[config.mk]
export PLATFORM = sky130hd
export DESIGN_NAME = wb_gain_sched
export DESIGN_NICKNAME = d
export VERILOG_FILES = /design/src/rtl/wb_gain_sched_pkg.sv /design/src/rtl/wb_tag_pipe.sv /design/src/rtl/wb_gain_sched.sv
export SDC_FILE = /design/constraint.sdc
export NUM_CORES = 1
export LEC_CHECK = 0
export BUFFER_PORTS_ARGS = -buffer_cell sky130_fd_sc_hd__buf_4
export CAP_MARGIN = 30
export CORE_ASPECT_RATIO = 0.75
export CORE_MARGIN = 4
export CORE_UTILIZATION = 45
export DETAILED_ROUTE_END_ITERATION = 10
export PLACE_DENSITY = 0.71
export SLEW_MARGIN = 20
export SYNTH_ARGS = -nofsm -noshare
export SYNTH_HDL_FRONTEND = slang
export SYNTH_SLANG_ARGS = --single-unit
[constraint.sdc]
create_clock -name clk -period 3.9 [get_ports clk]
set_input_delay 0.78 -clock clk [delete_from_list [all_inputs] [get_ports clk]]
set_output_delay 0.78 -clock clk [all_outputs]
set_load 0.01 [all_outputs]
[src/rtl/wb_gain_sched_pkg.sv]
// ---------------------------------------------------------------------------
// wb_gain_sched_pkg : shared constants, FSM encoding and tag type (rev 1.0)
// ---------------------------------------------------------------------------
`default_nettype none

package wb_gain_sched_pkg;

  localparam int AVG_W  = 8;
  localparam int SUM_W  = 10;
  localparam int DEN_W  = 10;
  localparam int QUOT_W = 18;

  localparam logic [QUOT_W-1:0] UNITY_GAIN = 18'd256;
  localparam logic [QUOT_W-1:0] SAT_GAIN   = 18'h3FFFF;

  localparam logic TAG_B = 1'b0;
  localparam logic TAG_R = 1'b1;

  localparam logic [2:0] ST_IDLE    = 3'd0;
  localparam logic [2:0] ST_SUM     = 3'd1;
  localparam logic [2:0] ST_ISSUE_B = 3'd2;
  localparam logic [2:0] ST_ISSUE_R = 3'd3;
  localparam logic [2:0] ST_WAIT    = 3'd4;

  typedef struct packed {
    logic valid;
    logic id;
    logic zero;
  } tag_t;

endpackage

`default_nettype wire

[src/rtl/wb_tag_pipe.sv]
// ---------------------------------------------------------------------------
// wb_tag_pipe : DIV_LAT-deep tag shift register tracking divider issues (rev 1.0)
// ---------------------------------------------------------------------------
`default_nettype none

module wb_tag_pipe
  import wb_gain_sched_pkg::*;
#(
  parameter int DIV_LAT = 8
) (
  input  logic clk,
  input  logic rst,
  input  tag_t tag_in,
  output tag_t tag_out
);

  tag_t stage [DIV_LAT];

  always_ff @(posedge clk) begin
    if (rst) begin
      for (int i = 0; i < DIV_LAT; i++) begin
        stage[i] <= '0;
      end
    end else begin
      stage[0] <= tag_in;
      for (int i = 1; i < DIV_LAT; i++) begin
        stage[i] <= stage[i-1];
      end
    end
  end

  assign tag_out = stage[DIV_LAT-1];

endmodule

`default_nettype wire

[src/rtl/wb_gain_sched.sv]
// ---------------------------------------------------------------------------
// wb_gain_sched : white-balance gain sequencer sharing one pipelined divider (rev 1.0)
// ---------------------------------------------------------------------------
`default_nettype none

module wb_gain_sched
  import wb_gain_sched_pkg::*;
#(
  parameter int DIV_LAT = 8
) (
  input  logic              clk,
  input  logic              rst,
  input  logic              start,
  input  logic [AVG_W-1:0]  b_avg,
  input  logic [AVG_W-1:0]  g0_avg,
  input  logic [AVG_W-1:0]  g1_avg,
  input  logic [AVG_W-1:0]  r_avg,
  output logic              div_issue,
  output logic [QUOT_W-1:0] div_numer,
  output logic [DEN_W-1:0]  div_denom,
  input  logic [QUOT_W-1:0] div_quot,
  output logic [QUOT_W-1:0] bk,
  output logic [QUOT_W-1:0] rk,
  output logic              zero_b,
  output logic              zero_r,
  output logic              busy,
  output logic              done
);

  logic [2:0]        state;
  logic [2:0]        state_nxt;
  logic [AVG_W-1:0]  b_lat;
  logic [AVG_W-1:0]  g0_lat;
  logic [AVG_W-1:0]  g1_lat;
  logic [AVG_W-1:0]  r_lat;
  logic [SUM_W-1:0]  gsum;
  logic [AVG_W-1:0]  issue_avg;
  logic [QUOT_W-1:0] capture_val;
  tag_t              tag_in;
  tag_t              tag_out;

  always_comb begin
    state_nxt = state;
    case (state)
      ST_IDLE:    if (start) state_nxt = ST_SUM;
      ST_SUM:     state_nxt = ST_ISSUE_B;
      ST_ISSUE_B: state_nxt = ST_ISSUE_R;
      ST_ISSUE_R: state_nxt = ST_WAIT;
      ST_WAIT:    if (tag_out.valid && (tag_out.id == TAG_R)) state_nxt = ST_IDLE;
      default:    state_nxt = ST_IDLE;
    endcase
  end

  assign div_issue = (state == ST_ISSUE_B) || (state == ST_ISSUE_R);
  assign issue_avg = (state == ST_ISSUE_R) ? r_lat : b_lat;
  assign div_numer = div_issue ? {1'b0, gsum, 7'b0} : '0;
  assign div_denom = div_issue ? {2'b0, issue_avg} : '0;
  assign busy      = (state != ST_IDLE);

  always_comb begin
    tag_in = '0;
    if (div_issue) begin
      tag_in.valid = 1'b1;
      tag_in.id    = (state == ST_ISSUE_R) ? TAG_R : TAG_B;
      tag_in.zero  = (issue_avg == '0);
    end
  end

  wb_tag_pipe #(
    .DIV_LAT (DIV_LAT)
  ) u_tag_pipe (
    .clk     (clk),
    .rst     (rst),
    .tag_in  (tag_in),
    .tag_out (tag_out)
  );

  // A zero denominator never trusts the divider output; it saturates instead.
  assign capture_val = tag_out.zero ? SAT_GAIN : div_quot;

  always_ff @(posedge clk) begin
    if (rst) begin
      state  <= ST_IDLE;
      b_lat  <= '0;
      g0_lat <= '0;
      g1_lat <= '0;
      r_lat  <= '0;
      gsum   <= '0;
      bk     <= UNITY_GAIN;
      rk     <= UNITY_GAIN;
      zero_b <= 1'b0;
      zero_r <= 1'b0;
      done   <= 1'b0;
    end else begin
      state <= state_nxt;
      done  <= 1'b0;
      if ((state == ST_IDLE) && start) begin
        b_lat  <= b_avg;
        g0_lat <= g0_avg;
        g1_lat <= g1_avg;
        r_lat  <= r_avg;
      end
      if (state == ST_SUM) begin
        gsum <= {2'b0, g0_lat} + {2'b0, g1_lat};
      end
      if (tag_out.valid) begin
        if (tag_out.id == TAG_B) begin
          bk     <= capture_val;
          zero_b <= tag_out.zero;
        end else begin
          rk     <= capture_val;
          zero_r <= tag_out.zero;
          done   <= 1'b1;
        end
      end
    end
  end

endmodule

`default_nettype wire

==> impl_metrics.yaml <==
grt:
  first_global_vias: 3342
  grt_overflow: 0
  grt_usage: 0.179
  grt_pass1_wl_um: 16200
  antenna_found_initial: 0
  grt_max_degree: 66
cts:
  worstSkewPairLatency_ps: 340
  cts_tree: "built"
  root_buffer: "clkbuf_16"
  post-cts-setup-buffer-count: 0
  clock_sinks: 107
  cts_buffers: 9
  cts.clk_slew.worst_paths_ps: 70
  cts_resized: 0
  htreeDepth: 3
  clk_path_buf_depth: 2
  hold_buffers: 0
logic_synthesis:
  synthAdderAreaFrac: 0.0284
  avgSynthCellArea_sq_um: 8.69
  ys_seq_area_frac: 0.507
  syn_area_sq_mm: 0.00422
  synth_flop_cell: "dfxtp_1"
  synth-seq-cells: 107
  synth_top_family_by_area: "simple AND/OR/NAND/NOR gates"
  synth_cell_type_count: 47
  synth-compound-area-share: 0.154
  synth.area.mux_share: 0.0213
  ys_warn_count: 0
  synth_edf_count: 0
  synth_top_area_share: 0.507
  synth_top_area_cell: "dfxtp_1"
  syn_inst: 486
  synthTopCellsByArea: "dfxtp_1 51%, nand2_1 7.1%, a211oi_1 6.6%"
  yosys.area_share.simple: 0.225
  postSynth.asyncResetShare: 0
  synth_xor_area_frac: 0.00415
timing:
  layout_min_cycle_time_ps: 2750
  finalWorstSetupSlack_ps: 1150
  period_share: 0.705
  setup_viol: 0
  fmax_mhz: 364
  relSlewSlack: 0.453
  fin_skew_ps: 6.10
  grt_setup_unrepaired: "no"
  drv_slew: 0
  hold_slack_ps: 435
  setup-tns-final_ps: 0
  worst-slew-pin-transition_ps: 820
  hold_viol_final: 0
worst_setup_path:
  cp-end-kind: "output pin"
  r2r-end: "gsum[6]"
  crit_fanout: 15
  cp-start-kind: "register"
  required_ps: 3120
  crit_type: "reg2out"
  rrSetupSlack_ps: 1740
  arrival_ps: 1970
  worstRegToRegCells: 6
  r2r_start: "g1_lat[0]"
placed_design:
  place_ws_ps: 1530
  place_area_sq_mm: 0.00503
  place_congestion: 0.793
  place_inst: 690
  dp_hpwl_um: 7000
  io_buffers: 110
pwr:
  power_frac_seq: 0.509
  vdd_ir_drop_max_v: 0.000209
  cellInternalPower_mw: 1.69
  p_comb_frac: 0.118
  p_switching_uw: 598
  switching_share: 0.261
  p_leak_nw: 2.22
  pwr-share-clk: 0.372
  power_density_mw_per_mm2: 428
layout:
  final_cell_mix: "112 x buf_4, 107 x dfxtp_1, 80 x nand2_1, 68 x nor2_1, 38 x a21oi_1"
  nNetsFinal: 637
  syn2layout_area_growth_pct: 26.6
  diodes: 0
  design_area_sq_mm: 0.00535
  instances_no_fill: 708
  drive_above_1_share: 0.238
  final_common_cell: "buf_4"
drt:
  antenna_left: 0
  routed_wl_um: 9760
  drt-initial-drc-count: 210
  drc_errors: 0
  drt_pass1_iterations: 4
  vias_per_cell: 5.00
  routedWlPerCell_um: 13.8
  vias: 3543
floorplan:
  dieArea_sq_mm: 0.0110
  num_rows: 30
  dieHeight_um: 91.9
  io_pins: 122
  die_x_um: 120
  start_util: 0.465
  core_sq_mm: 0.00908
outcome:
  status: "finished, final reports clean"
job:
  drv_cap: 0
min_path:
  hold_path_depth: 1
  holdCritPathClass: "reg2reg"
  hold_start: "u_tag_pipe.stage[1][6]"
  whs_endpoint: "u_tag_pipe.stage[1][9]"
sequential cells by signal, indices dropped and copies added (netlist names), 3 cells and up:
| signal | cells |
|---|---|
| g1_lat | 8 |
| bk | 18 |
| rk | 18 |
| gsum | 9 |
| u_tag_pipe.stage | 24 |
| b_lat | 8 |
| g0_lat | 8 |
| r_lat | 8 |
| state | 3 |
final cells by class:
class | count | area [sq um]
clock inverters | 7 | 60.1
multi-input cells | 339 | 1870
clock buffers | 9 | 225
flip-flops and latches | 107 | 2140
inverters | 4 | 15.0
fillers | 812 | 3740
repair buffers | 114 | 871
well taps | 128 | 160
worst max path at each step:
stage | start | end | slack (ps) | cells past startpoint
global placement | state[2] | div_numer[14] | 1620 | 4
global route | state[2] | div_numer[10] | 980 | 4
CTS | state[2] | div_numer[14] | 1160 | 4
detailed placement | state[2] | div_numer[14] | 1530 | 4
finish | state[2] | div_numer[14] | 1150 | 4
floorplan | g0_lat[0] | gsum[6] | 1980 | 6
routing by layer:
layer / track usage / up-vias / wire length [um]
li1: - / 1808 / -
met1: 0.246 / 1623 / 4630
met2: 0.274 / 101 / 4450
met3: 0.0462 / 11 / 563
met4: 0.0572 / 0 / 113
met5: 0 / - / 0
stage by stage:
stage | utilization | power [mW]
2_1_floorplan | - | 1.37
3_3_place_gp | 0.554 | 1.44
3_5_place_dp | 0.554 | 1.45
4_1_cts | 0.585 | 2.30
5_1_grt | 0.589 | 2.40
6_report | 0.589 | 2.29
cells in the mapped netlist, drive strengths merged, types with 2 or more instances:
cell,n
dfxtp,107
nand2,80
nor2,68
a21oi,38
a211oi,37
buf,26
nor2b,22
clkbuf,20
and2,11
mux2i,9
ha,8
nor3,8
nand3,5
o21ai,5
inv,4
nor4,4
a31oi,3
o211ai,3
a211o,2
a21o,2
or3,2
xnor2,2
worst max-delay path, stage by stage, from the launching register on:
cell and delay (ps):
dfxtp_1 460, nand2b_1 420, inv_1 340, and2_1 270
buf_4 140
cells by family after synthesis:
logic type      Yosys count
compound gates           99
flops                   107
mux                       9
buf+inv                  50
other cells               1
simple gates            209
fa+ha+maj                 9
xor+xnor                  2
power groups by stage:
stage	Sequential, mW	Clock (mW)	Combinational [mW]
finish	1.17	0.853	0.271
global route	1.17	0.927	0.301
CTS	1.17	0.875	0.262
detailed placement	1.19	0	0.260
global placement	1.19	0	0.253
floorplan	1.17	0	0.197
Power figures use the tool's default switching activity.
